`config.mk`:
```
export PLATFORM = sky130hd
export DESIGN_NAME = mips_multicycle_sequencer
export DESIGN_NICKNAME = d
export VERILOG_FILES = /design/src/rtl/mips_multicycle_sequencer.sv
export SDC_FILE = /design/constraint.sdc
export NUM_CORES = 1
export LEC_CHECK = 0
export BUFFER_PORTS_ARGS = -buffer_cell sky130_fd_sc_hd__buf_2
export CORE_MARGIN = 2
export CORE_UTILIZATION = 50
export CTS_BUF_LIST = sky130_fd_sc_hd__clkbuf_4 sky130_fd_sc_hd__clkbuf_8
export CTS_CLUSTER_SIZE = 20
export DETAILED_ROUTE_END_ITERATION = 10
export PLACE_DENSITY = 0.73
export SLEW_MARGIN = 20
export SYNTH_ARGS = -nofsm -noshare
export SYNTH_HDL_FRONTEND = slang
export SYNTH_SLANG_ARGS = --single-unit
export TNS_END_PERCENT = 50
```
`constraint.sdc`:
```
create_clock -name clk -period 3.41 [get_ports clk]
set_clock_uncertainty 0.1 [all_clocks]
set_input_delay 0.5115 -clock clk [delete_from_list [all_inputs] [get_ports clk]]
set_output_delay 0.5115 -clock clk [all_outputs]
set_load 0.02 [all_outputs]
```
`src/rtl/mips_multicycle_sequencer.sv`:
```
// Multi-cycle control sequencer for the MIPS core: steps each instruction through
// FETCH/DECODE/EXEC/MEM/WB, handshakes with variable-latency memories, counts retirements.
module mips_multicycle_sequencer #(
    parameter int MEM_TIMEOUT = 15,
    parameter int CNT_W       = 32
) (
    input  logic             clk,
    input  logic             rst_b,
    input  logic [5:0]       opcode,
    input  logic [5:0]       func,
    input  logic             imem_ready,
    input  logic             dmem_ready,
    output logic             imem_req,
    output logic             ir_we,
    output logic             pc_we,
    output logic             dmem_req,
    output logic             dmem_we,
    output logic             reg_we,
    output logic             halted,
    output logic             fault,
    output logic [2:0]       state,
    output logic [CNT_W-1:0] instret
);

    typedef enum logic [2:0] {
        S_FETCH  = 3'd0,
        S_DECODE = 3'd1,
        S_EXEC   = 3'd2,
        S_MEM    = 3'd3,
        S_WB     = 3'd4,
        S_HALT   = 3'd5,
        S_FAULT  = 3'd6
    } state_t;

    state_t      cur;
    logic [31:0] wait_cnt;

    logic is_load;
    logic is_store;
    logic is_sys;
    logic is_nowb;
    logic is_regw;
    logic is_illegal;
    logic timeout;

    always_comb begin
        is_load  = 1'b0;
        is_store = 1'b0;
        is_sys   = 1'b0;
        is_nowb  = 1'b0;
        is_regw  = 1'b0;
        case (opcode)
            6'h00: begin
                if (func == 6'h0C)      is_sys  = 1'b1;
                else if (func == 6'h08) is_nowb = 1'b1;
                else                    is_regw = 1'b1;
            end
            6'h02, 6'h04, 6'h05, 6'h06, 6'h07: is_nowb = 1'b1;
            6'h03, 6'h08, 6'h09, 6'h0A, 6'h0B,
            6'h0C, 6'h0D, 6'h0E, 6'h0F:        is_regw = 1'b1;
            6'h20, 6'h23, 6'h24:               is_load = 1'b1;
            6'h28, 6'h2B:                      is_store = 1'b1;
            default: ;
        endcase
        is_illegal = ~(is_load | is_store | is_sys | is_nowb | is_regw);
    end

    // Timeout fires on the MEM_TIMEOUT-th consecutive non-ready cycle; ready wins ties.
    assign timeout = (MEM_TIMEOUT != 0) && (wait_cnt == 32'(MEM_TIMEOUT - 1));

    // Reset forces FETCH asynchronously, so state-decoded outputs follow without a clock.
    // ir_we is Mealy on imem_ready and is gated by reset explicitly.
    always_comb begin
        imem_req = (cur == S_FETCH);
        ir_we    = (cur == S_FETCH) && imem_ready && !rst_b;
        dmem_req = (cur == S_MEM);
        dmem_we  = (cur == S_MEM) && is_store;
        reg_we   = (cur == S_WB);
        pc_we    = ((cur == S_EXEC) && is_nowb) ||
                   ((cur == S_MEM) && is_store && dmem_ready) ||
                   (cur == S_WB);
        halted   = (cur == S_HALT) || (cur == S_FAULT);
        fault    = (cur == S_FAULT);
        state    = cur;
    end

    always_ff @(posedge clk or posedge rst_b) begin
        if (rst_b) begin
            cur      <= S_FETCH;
            wait_cnt <= '0;
            instret  <= '0;
        end else begin
            if (pc_we) instret <= instret + CNT_W'(1);
            wait_cnt <= '0;
            case (cur)
                S_FETCH: begin
                    if (imem_ready)   cur <= S_DECODE;
                    else if (timeout) cur <= S_FAULT;
                    else              wait_cnt <= wait_cnt + 32'd1;
                end
                S_DECODE: begin
                    if (is_sys)          cur <= S_HALT;
                    else if (is_illegal) cur <= S_FAULT;
                    else                 cur <= S_EXEC;
                end
                S_EXEC: begin
                    if (is_load || is_store) cur <= S_MEM;
                    else if (is_regw)        cur <= S_WB;
                    else                     cur <= S_FETCH;
                end
                S_MEM: begin
                    if (dmem_ready)   cur <= is_store ? S_FETCH : S_WB;
                    else if (timeout) cur <= S_FAULT;
                    else              wait_cnt <= wait_cnt + 32'd1;
                end
                S_WB:    cur <= S_FETCH;
                S_HALT:  cur <= S_HALT;
                S_FAULT: cur <= S_FAULT;
                default: cur <= S_FAULT;
            endcase
        end
    end

endmodule

```
==> impl_results.md, run 1 <==
- P per Cell Area: 529.5 nW/µm²
- Crit Path Class: in2out
- IO Port Bufs: 58
- WL/cell: 14.49 µm
- # H-tree levels: 3
- Total congestion overflow: 0
- PostCTS Resize Cnt: 0
- Setup ws final: 465.8 ps
- Leak: 0.001801 µW
- Flops & latches, synth: 67
- Reg2reg path depth: 6
- Crit end category: output pin
- Initial Utilization: 52.12%
- Detailed-route wire length: 7812 µm
- Die Width: 88.39 µm
- YS warnings: 0
- DR iter-0 viols: 335
- FMAX: 0.3396 GHz
- ANT nets after route: 0
- Met3 wire length: 408 µm
- Synth top area share: 47.08%
- Fin crit period: 2944 ps
- Clk buf depth: 2
- Multi-input gate area: 1784 µm²
- WP data arrival: 2330 ps
- Most area-consuming cells after synthesis: dfrtp_1 (47%), xor2_1 (8.1%), xnor2_1 (7.1%)
- Measured slew at the worst slew-check pin: 850.5 ps
- Synth Instances: 378
- Total CTS buffers: 9
- CTS root buf: clkbuf_8
- FFs w/ async S/R, synth: 100.0%
- Most common cell in the synthesized netlist: dfrtp_1
- Initial antenna violation count: 0
- Core Region: 6832 µm²
- Layout area overhead: 17.04%
- Syn Nets: 397
- First-pass GRT wire length: 12680 µm
- Synth Cell Area: 3561 µm²
- Yosys top cell by area: dfrtp_1
- Worst-skew pair later-pin latency: 340 ps
- DRT Pass-1 Iters: 4
- Avg Inst Size Synth: 9.420 µm²
- Unique masters post-synth: 42
- TritonCTS clock tree: done
- # DRC: 0
- Max Slew Vio Count: 0
- Global placement routability congestion: 0.8595
- CTS Sinks: 67
- Share of cells above drive strength 1: 18.96%
- RSZ-0062 raised after global routing: false
- Clk slew on worst S/H paths: 70 ps
- HPWL Detailed: 5455 µm
- Final Hold Fails: 0
- Max Fanout on Critical Path: 13
- Hold buffers post-CTS: 0
- Seq/Total Area, Yosys: 47.08%
- Critical Path RT: 2800 ps
- Final period util: 86.34%
- I/O pin cnt: 59
- Chip Height: 88.39 µm
- Reg area: 1677 µm²
- Maxcap violations: 0
- Largest net degree at the start of global routing: 68
- Placement Rows: 30
- # setup viols final: 0
- Vias per std cell: 5.529
- Maximum vdd ir drop: 0.0003053 V
- Worst Setup Start Kind: input pin
- Setup TNS Final: 0 ps
- Wl on met1: 3790 µm
- Hold Path Class: reg2reg
- NumNets Final: 457
- Dpl ws: 459.2 ps
- WHS Path Cells: 1
- Vias in the first global route: 2746
- Top layer in use: met4
- Status: completed
- Post-synth EDFFs: 0
- GRT Total Usage: 20.66%
- Met2 routed WL: 3487 µm
- Headroom to the max-slew limit: 43.30%
- Post-synth top cells: dfrtp_1 (67), nor2_1 (49), xor2_1 (33)
- Layout fillers: 580
- Ant diodes: 0
- Die ar.: 7813 µm²
- Vias: 2980
- Top FF cell, synth: dfrtp_1
- Postcts setup bufs: 0
-- cell families (layout without fill, tap and decap cells) --
family          Yosys count  count (layout)  share of synthesized area (%)
flops                    67              67                          47.08
buf+inv                  24              89                          2.811
compound gates           20              20                          3.971
xor+xnor                 62              62                          15.25
simple gates            201             201                          29.55
mux                       1               1                         0.2811
fa+ha+maj                 3               3                          1.054
-- where the power goes --
part | switching (µW) | internal, µW | leakage, µW
sequential | 90.7 | 843 | 0.000883
clock | 316 | 433 | 0.000117
combinational | 349 | 174 | 0.000801
total | 756 | 1450 | 0.00180
-- layout make-up --
class                      count  share of cell area (%)
tap                           96                   2.882
inverter                      11                  0.9907
clock inverter                 6                   2.101
multi-input combinational    287                   42.81
sequential                    67                   40.23
clock buffer                  10                   3.302
timing repair buffer          62                   7.685
-- worst paths after layout --
check,startpoint,endpoint,slack (ps)
worst min-delay path,instret[31],instret[31],370
min in group asynchronous,rst_b,instret[31],390
worst max-delay path,opcode[0],pc_we,470
worst min register to register,instret[31],instret[31],370
max in group asynchronous,rst_b,state[2],2260
worst max register to register,wait_cnt[17],wait_cnt[5],1000
-- critical path, cell delays in order --
cell,delay (ps)
buf_2,130
or4_1,540
or3_1,370
o31ai_2,270
a21oi_2,230
inv_2,100
buf_2,160
-- flip-flops by register name, summed over array words and instances (netlist names) --
| register | count |
|---|---|
| wait_cnt | 32 |
| state | 3 |
| instret | 32 |
-- cell usage in the layout (no fill, tap or decap), types with 2 or more instances in the layout --
cell type,count
and4_1,3
or3_1,4
nand2b_1,3
nor4_1,15
clkinv_2,2
nand2_1,29
dfrtp_1,67
and3_1,8
buf_2,58
nor3b_1,4
xor2_1,33
nor2b_1,3
inv_2,2
o21ai_0,4
nor3_1,12
nand4b_1,2
nor4b_1,3
o31ai_1,2
clkbuf_8,10
nand4_1,28
a21oi_1,3
inv_1,9
bufinv_16,2
xnor2_1,29
nor2_1,49
nand3_1,26
buf_4,4
ha_1,3
and2_1,6
or4_1,5
-- routing by layer --
layer  GRT usage, %  vias to the layer above
met5              0                        -
met4          8.815                        0
met3          3.545                       14
met2          31.24                      103
met1          29.49                     1403
li1               -                     1460
-- through the flow --
step	hold slack, ps	utilization, %	cell area, µm²	cells	total power, µW
floorplan	346.6	-	3561	378	1322
global placement	362.5	57.71	3943	523	1466
detailed placement	359.1	57.71	3943	523	1473
CTS	382.0	61.01	4168	539	2223
global route	392.6	61.01	4168	539	2322
finish	373.6	61.01	4168	539	2207
Note: power is estimated with default switching activity, not from simulation.
==> run 2: changes to the inputs <==
--- a/config.mk
+++ b/config.mk
@@ -5,13 +5,13 @@
 export SDC_FILE = /design/constraint.sdc
 export NUM_CORES = 1
 export LEC_CHECK = 0
-export BUFFER_PORTS_ARGS = -buffer_cell sky130_fd_sc_hd__buf_2
 export CORE_MARGIN = 2
 export CORE_UTILIZATION = 50
 export CTS_BUF_LIST = sky130_fd_sc_hd__clkbuf_4 sky130_fd_sc_hd__clkbuf_8
 export CTS_CLUSTER_SIZE = 20
 export DETAILED_ROUTE_END_ITERATION = 10
-export PLACE_DENSITY = 0.73
+export DONT_BUFFER_PORTS = 1
+export PLACE_DENSITY = 0.66
 export SLEW_MARGIN = 20
 export SYNTH_ARGS = -nofsm -noshare
 export SYNTH_HDL_FRONTEND = slang
==> run 2 against run 1 <==
Net effect:
- die area is the same
- count of clock-buffer cells in the layout shrank 1
- utilization shrank 4.2 points
- critical path type is now reg2out
- largest power group unchanged
==> impl_results.md, run 2 (synthesis gave the netlist of run 1 again) <==
- # setup viols final: 0 (unchanged)
- Layout area overhead: 8.925%
- Worst path cell trace: nand2b_1 -> nor2_1 -> a21oi_2 -> inv_2
- Vias per std cell: 5.861 (+6.0%)
- # DRC: 0 (unchanged)
- CTS Sinks: 67 (unchanged)
- Die Width: 88.39 µm (unchanged)
- Max Fanout on Critical Path: 22 (+9)
- Highest cell delay on the worst timing path: 710 ps (+170 ps)
- CTS root buf: clkbuf_8
- Crit Path Class: reg2out
- Overall power: 2099 µW (-4.9%)
- Worst Setup Start Kind: flop
- Setup ws final: 415.4 ps (-50.35 ps)
- WP data arrival: 2380 ps (+50 ps)
- Crit path max-delay cell type: dfrtp_1
- Initial antenna violation count: 0 (unchanged)
- Detailed-route wire length: 7721 µm (-1.2%)
- Max Slew Vio Count: 0 (unchanged)
- Critical Path RT: 2800 ps (about the same)
- P per Cell Area: 541.2 nW/µm² (+2.2%)
- Placed cell area: 3652 µm² (-7.4%)
- Dpl ws: 487.5 ps (+28.31 ps)
- Fin crit period: 2995 ps (+50.35 ps)
- Worst R2R Setup Slack: 820 ps (-180 ps)
- Core Region: 6832 µm² (unchanged)
- Final Hold Fails: 0 (unchanged)
- RSZ-0062 raised after global routing: false
- Hold Path Class: in2reg
- Commonest non-fill, non-tap cell in the layout: dfrtp_1
- Final period util: 87.82% (+1.5 points)
- DR iter-0 viols: 129 (-61%)
- Clk slew on worst S/H paths: 80 ps (about the same)
- Final instance area: 3879 µm² (-6.9%)
- GRT Total Usage: 20.53% (-0.13 points)
- Clk buf depth: 2 (unchanged)
- WL/cell: 16.02 µm (+11%)
- Ant diodes: 0 (unchanged)
- Measured slew at the worst slew-check pin: 786.3 ps (-64.26 ps)
- Vias in the first global route: 2566 (-6.6%)
- HPWL Detailed: 5249 µm (-3.8%)
- FMAX: 0.3339 GHz (-1.7%)
- Largest net degree at the start of global routing: 48 (-29%)
- NumNets Final: 400 (-12%)
- Most frequent cells in the layout: dfrtp_1 (67), nor2_1 (49), xor2_1 (33)
- Initial Utilization: 52.12% (unchanged)
- Status: completed
- Crit end category: output pin
- Die ar.: 7813 µm² (unchanged)
- Total congestion overflow: 0 (unchanged)
- Total CTS buffers: 9 (unchanged)
- Vias: 2825 (-5.2%)
- Chip Height: 88.39 µm (unchanged)
- WHS: 356.5 ps (-17.08 ps)
- Share of cells above drive strength 1: 6.736% (-12 points)
- TritonCTS clock tree: done
- # H-tree levels: 3 (unchanged)
- Maximum vdd ir drop: 0.0002170 V (-29%)
- Maxcap violations: 0 (unchanged)
- Worst-skew pair later-pin latency: 350 ps (about the same)
- Global placement routability congestion: 0.8178 (-4.9%)
- Leak: 0.001539 µW (-15%)
- Layout fillers: 615 (+6.0%)
- Headroom to the max-slew limit: 47.18% (+3.9 points)
- Setup TNS Final: 0 ps (unchanged)
- First-pass GRT wire length: 12410 µm (-2.1%)
- ANT nets after route: 0 (unchanged)
- I/O pin cnt: 59 (unchanged)
- IO Port Bufs: 0 (-100%)
- DRT Pass-1 Iters: 4 (unchanged)
- Placement Rows: 30 (unchanged)
run 2: where the power goes:
group | internal, µW | switching, µW | leakage, µW | total, µW
Combinational | 119 | 271 | 0.000543 | 390
Clock | 410 | 304 | 0.000113 | 714
Sequential | 842 | 153 | 0.000883 | 995
run 2: cell type report:
type,instances,area (µm²),area share [%]
Inverter,11,41.29,1.065
Clock inverter,7,92.59,2.387
Clock buffer,9,123.9,3.194
Timing Repair Buffer,5,40.04,1.032
Tap cell,96,120.1,3.097
Multi-Input combinational cell,287,1784,46.00
Sequential cell,67,1677,43.23
run 2: worst paths after layout:
path	start	end	depth (start not counted)
max reg2reg	state[0]	instret[31]	6
min reg2reg	wait_cnt[0]	wait_cnt[0]	1
max in group asynchronous	rst_b	state[2]	4
min in group asynchronous	rst_b	instret[12]	3
max	state[0]	pc_we	4
min	opcode[4]	state[2]	3
run 2: per-stage QoR:
step,instances,util [%]
after detailed placement,465,53.46
after floorplan,378,-
after CTS,482,56.78
after global routing,482,56.78
after global placement,465,53.46
final,482,56.78
run 2: per-layer routing:
layer  wire length (µm)  up-vias  track usage [%]
met3                517        9            7.276
met4                105        0            6.198
met5                  0        -                0
li1                   -     1343                -
met1               3662     1383            28.80
met2               3436       90            30.08
run 2: critical path: cells and delay by family, from the launching register on:
family          cells  cell delay (ps)
compound gates      1              580
buf+inv             1              400
flops               1              710
simple gates        2              340
run 2: timing repair:
item | 4_1_cts | 5_1_grt
hold buffers | 1 | 0
resized for setup | 0 | 0
hold endpoints to repair | 20 | 0
buffers inserted | 0 | 0
==> run 3: changes to the inputs <==
--- a/config.mk
+++ b/config.mk
@@ -12,6 +12,7 @@
 export DETAILED_ROUTE_END_ITERATION = 10
 export DONT_BUFFER_PORTS = 1
 export PLACE_DENSITY = 0.66
+export RECOVER_POWER = 50
 export SLEW_MARGIN = 20
 export SYNTH_ARGS = -nofsm -noshare
 export SYNTH_HDL_FRONTEND = slang
==> run 3 against run 2 <==
Net effect:
- non-clock buffer count unchanged
- utilization decreased by 0.055 points
- sequential share of layout area about the same
- fmax decreased by 0.68%
- die area unchanged
- register-to-register slack about the same
- highest routed layer unchanged
- sequential power about the same
==> impl_results.md, run 3 (synthesis gave the netlist of run 1 again) <==
- Clock power share: 34.0% (about the same)
- DR iter-0 viols: 147 (+14%)
- First-pass GRT wire length: 12410 µm (unchanged)
- Core Region: 6832 µm² (unchanged)
- Measured slew at the worst slew-check pin: 1195 ps (+408.9 ps)
- Vias per std cell: 5.840 (-0.35%)
- I/O pin cnt: 59 (unchanged)
- DRT Pass-1 Iters: 4 (unchanged)
- Reg2reg path depth: 6 (unchanged)
- Clk slew on worst S/H paths: 70 ps (about the same)
- Share of cells above drive strength 1: 6.218% (-0.52 points)
- Headroom to the max-slew limit: 20.33% (-27 points)
- Detailed-route wire length: 7727 µm (about the same)
- Total congestion overflow: 0 (unchanged)
- Hold buffers post-CTS: 1 (unchanged)
- Logic pwr share: 18.6% (about the same)
- Multi-input gate area: 1784 µm² (unchanged)
- Die ar.: 7813 µm² (unchanged)
- Layout fillers: 617 (+0.33%)
- IO Port Bufs: 0 (unchanged)
- FMAX: 0.3317 GHz (-0.68%)
- Setup TNS Final: 0 ps (unchanged)
- TritonCTS clock tree: done
- Final instance area: 3875 µm² (about the same)
- GRT Total Usage: 20.53% (unchanged)
- Max Slew Vio Count: 0 (unchanged)
- Critical Path RT: 2800 ps (about the same)
- P per Cell Area: 541.7 nW/µm² (about the same)
- Die Width: 88.39 µm (unchanged)
- Internal power: 1370 µW (about the same)
- # H-tree levels: 3 (unchanged)
- PostCTS Resize Cnt: 0 (unchanged)
- Ant diodes: 0 (unchanged)
- Worst-skew pair later-pin latency: 350 ps (about the same)
- Worst Setup Start Kind: input pin
- Initial antenna violation count: 0 (unchanged)
- Vias in the first global route: 2566 (unchanged)
- CTS Sinks: 67 (unchanged)
- ANT nets after route: 0 (unchanged)
- Initial Utilization: 52.12% (unchanged)
- NumNets Final: 400 (unchanged)
- Crit Path Class: in2out
- Most frequent cells in the layout: dfrtp_1 (67), nor2_1 (49), xor2_1 (33)
- Worst R2R Setup Slack: 830 ps (about the same)
- Fin crit period: 3015 ps (+20.37 ps)
- Switching share of power: 34.71% (about the same)
- Sequential share of power: 47.4% (about the same)
- # DRC: 0 (unchanged)
- Chip Height: 88.39 µm (unchanged)
- Maxcap violations: 0 (unchanged)
- Largest net degree at the start of global routing: 48 (unchanged)
- Switching power: 728.6 µW (about the same)
- WP data arrival: 2400 ps (+20 ps)
- Vias: 2815 (-0.35%)
- RSZ-0062 raised after global routing: false
- Reg area: 1677 µm² (unchanged)
- Postcts setup bufs: 0 (unchanged)
- WHS Path Cells: 3 (unchanged)
- CTS root buf: clkbuf_8
- Hold Path Class: in2reg
- Max Fanout on Critical Path: 22 (unchanged)
- Maximum vdd ir drop: 0.0002172 V (about the same)
- Status: completed
- Crit end category: output pin
- Final Hold Fails: 0 (unchanged)
- Placement Rows: 30 (unchanged)
- Commonest non-fill, non-tap cell in the layout: dfrtp_1
- Global placement routability congestion: 0.8178 (unchanged)
- # setup viols final: 0 (unchanged)
- Layout area overhead: 8.820% (about the same)
- Total CTS buffers: 9 (unchanged)
- Leak: 0.001533 µW (-0.41%)
- Final period util: 88.42% (+0.60 points)
- Placed cell area: 3652 µm² (unchanged)
- WL/cell: 16.03 µm (about the same)
- Clk buf depth: 2 (unchanged)
- HPWL Detailed: 5249 µm (unchanged)
-- run 3: power groups by stage --
stage          sequential [µW]  combinational (µW)  clock [µW]
3_5_place_dp              1010                 386           0
4_1_cts                    994                 393         734
2_1_floorplan              957                 364           0
6_report                   995                 390         714
3_3_place_gp              1010                 385           0
5_1_grt                   1010                 438         775
-- run 3: layout make-up --
type                       instances  share of cell area [%]
timing repair buffer               5                  0.9364
multi-input combinational        287                   46.04
inverter                          11                   1.066
clock inverter                     7                   2.389
tap                               96                   3.100
clock buffer                       9                   3.197
sequential                        67                   43.27
-- run 3: final timing paths --
kind,from,endpoint
max reg2reg,state[0],instret[31]
max,rst_b,ir_we
min reg2reg,wait_cnt[0],wait_cnt[0]
min,opcode[4],state[2]
max in group asynchronous,rst_b,state[2]
min in group asynchronous,rst_b,instret[12]
-- run 3: metrics by stage --
| step | util [%] | hold WS [ps] | power (µW) | std cells | setup slack [ps] |
|---|---|---|---|---|---|
| 5_1_grt | 56.72 | 391.2 | 2222 | 482 | 147.9 |
| 2_1_floorplan | - | 346.6 | 1322 | 378 | 423.5 |
| 4_1_cts | 56.78 | 345.8 | 2121 | 482 | 408.7 |
| 6_report | 56.72 | 356.4 | 2099 | 482 | 395.0 |
| 3_3_place_gp | 53.46 | 347.2 | 1391 | 465 | 510.3 |
| 3_5_place_dp | 53.46 | 351.7 | 1398 | 465 | 487.5 |
-- run 3: layer usage --
| metal | global-route usage [%] | share of wire, % | vias to the layer above |
|---|---|---|---|
| met5 | 0 | 0 | - |
| met4 | 6.198 | 1.4 | 0 |
| met3 | 7.276 | 6.5 | 9 |
| met2 | 30.08 | 45 | 85 |
| met1 | 28.80 | 48 | 1377 |
| li1 | - | - | 1344 |
-- run 3: critical path: stages --
cell and delay, ps:
dlygate4sd3_1 540, clkinv_1 50, clkbuf_1 870, and3_1 430
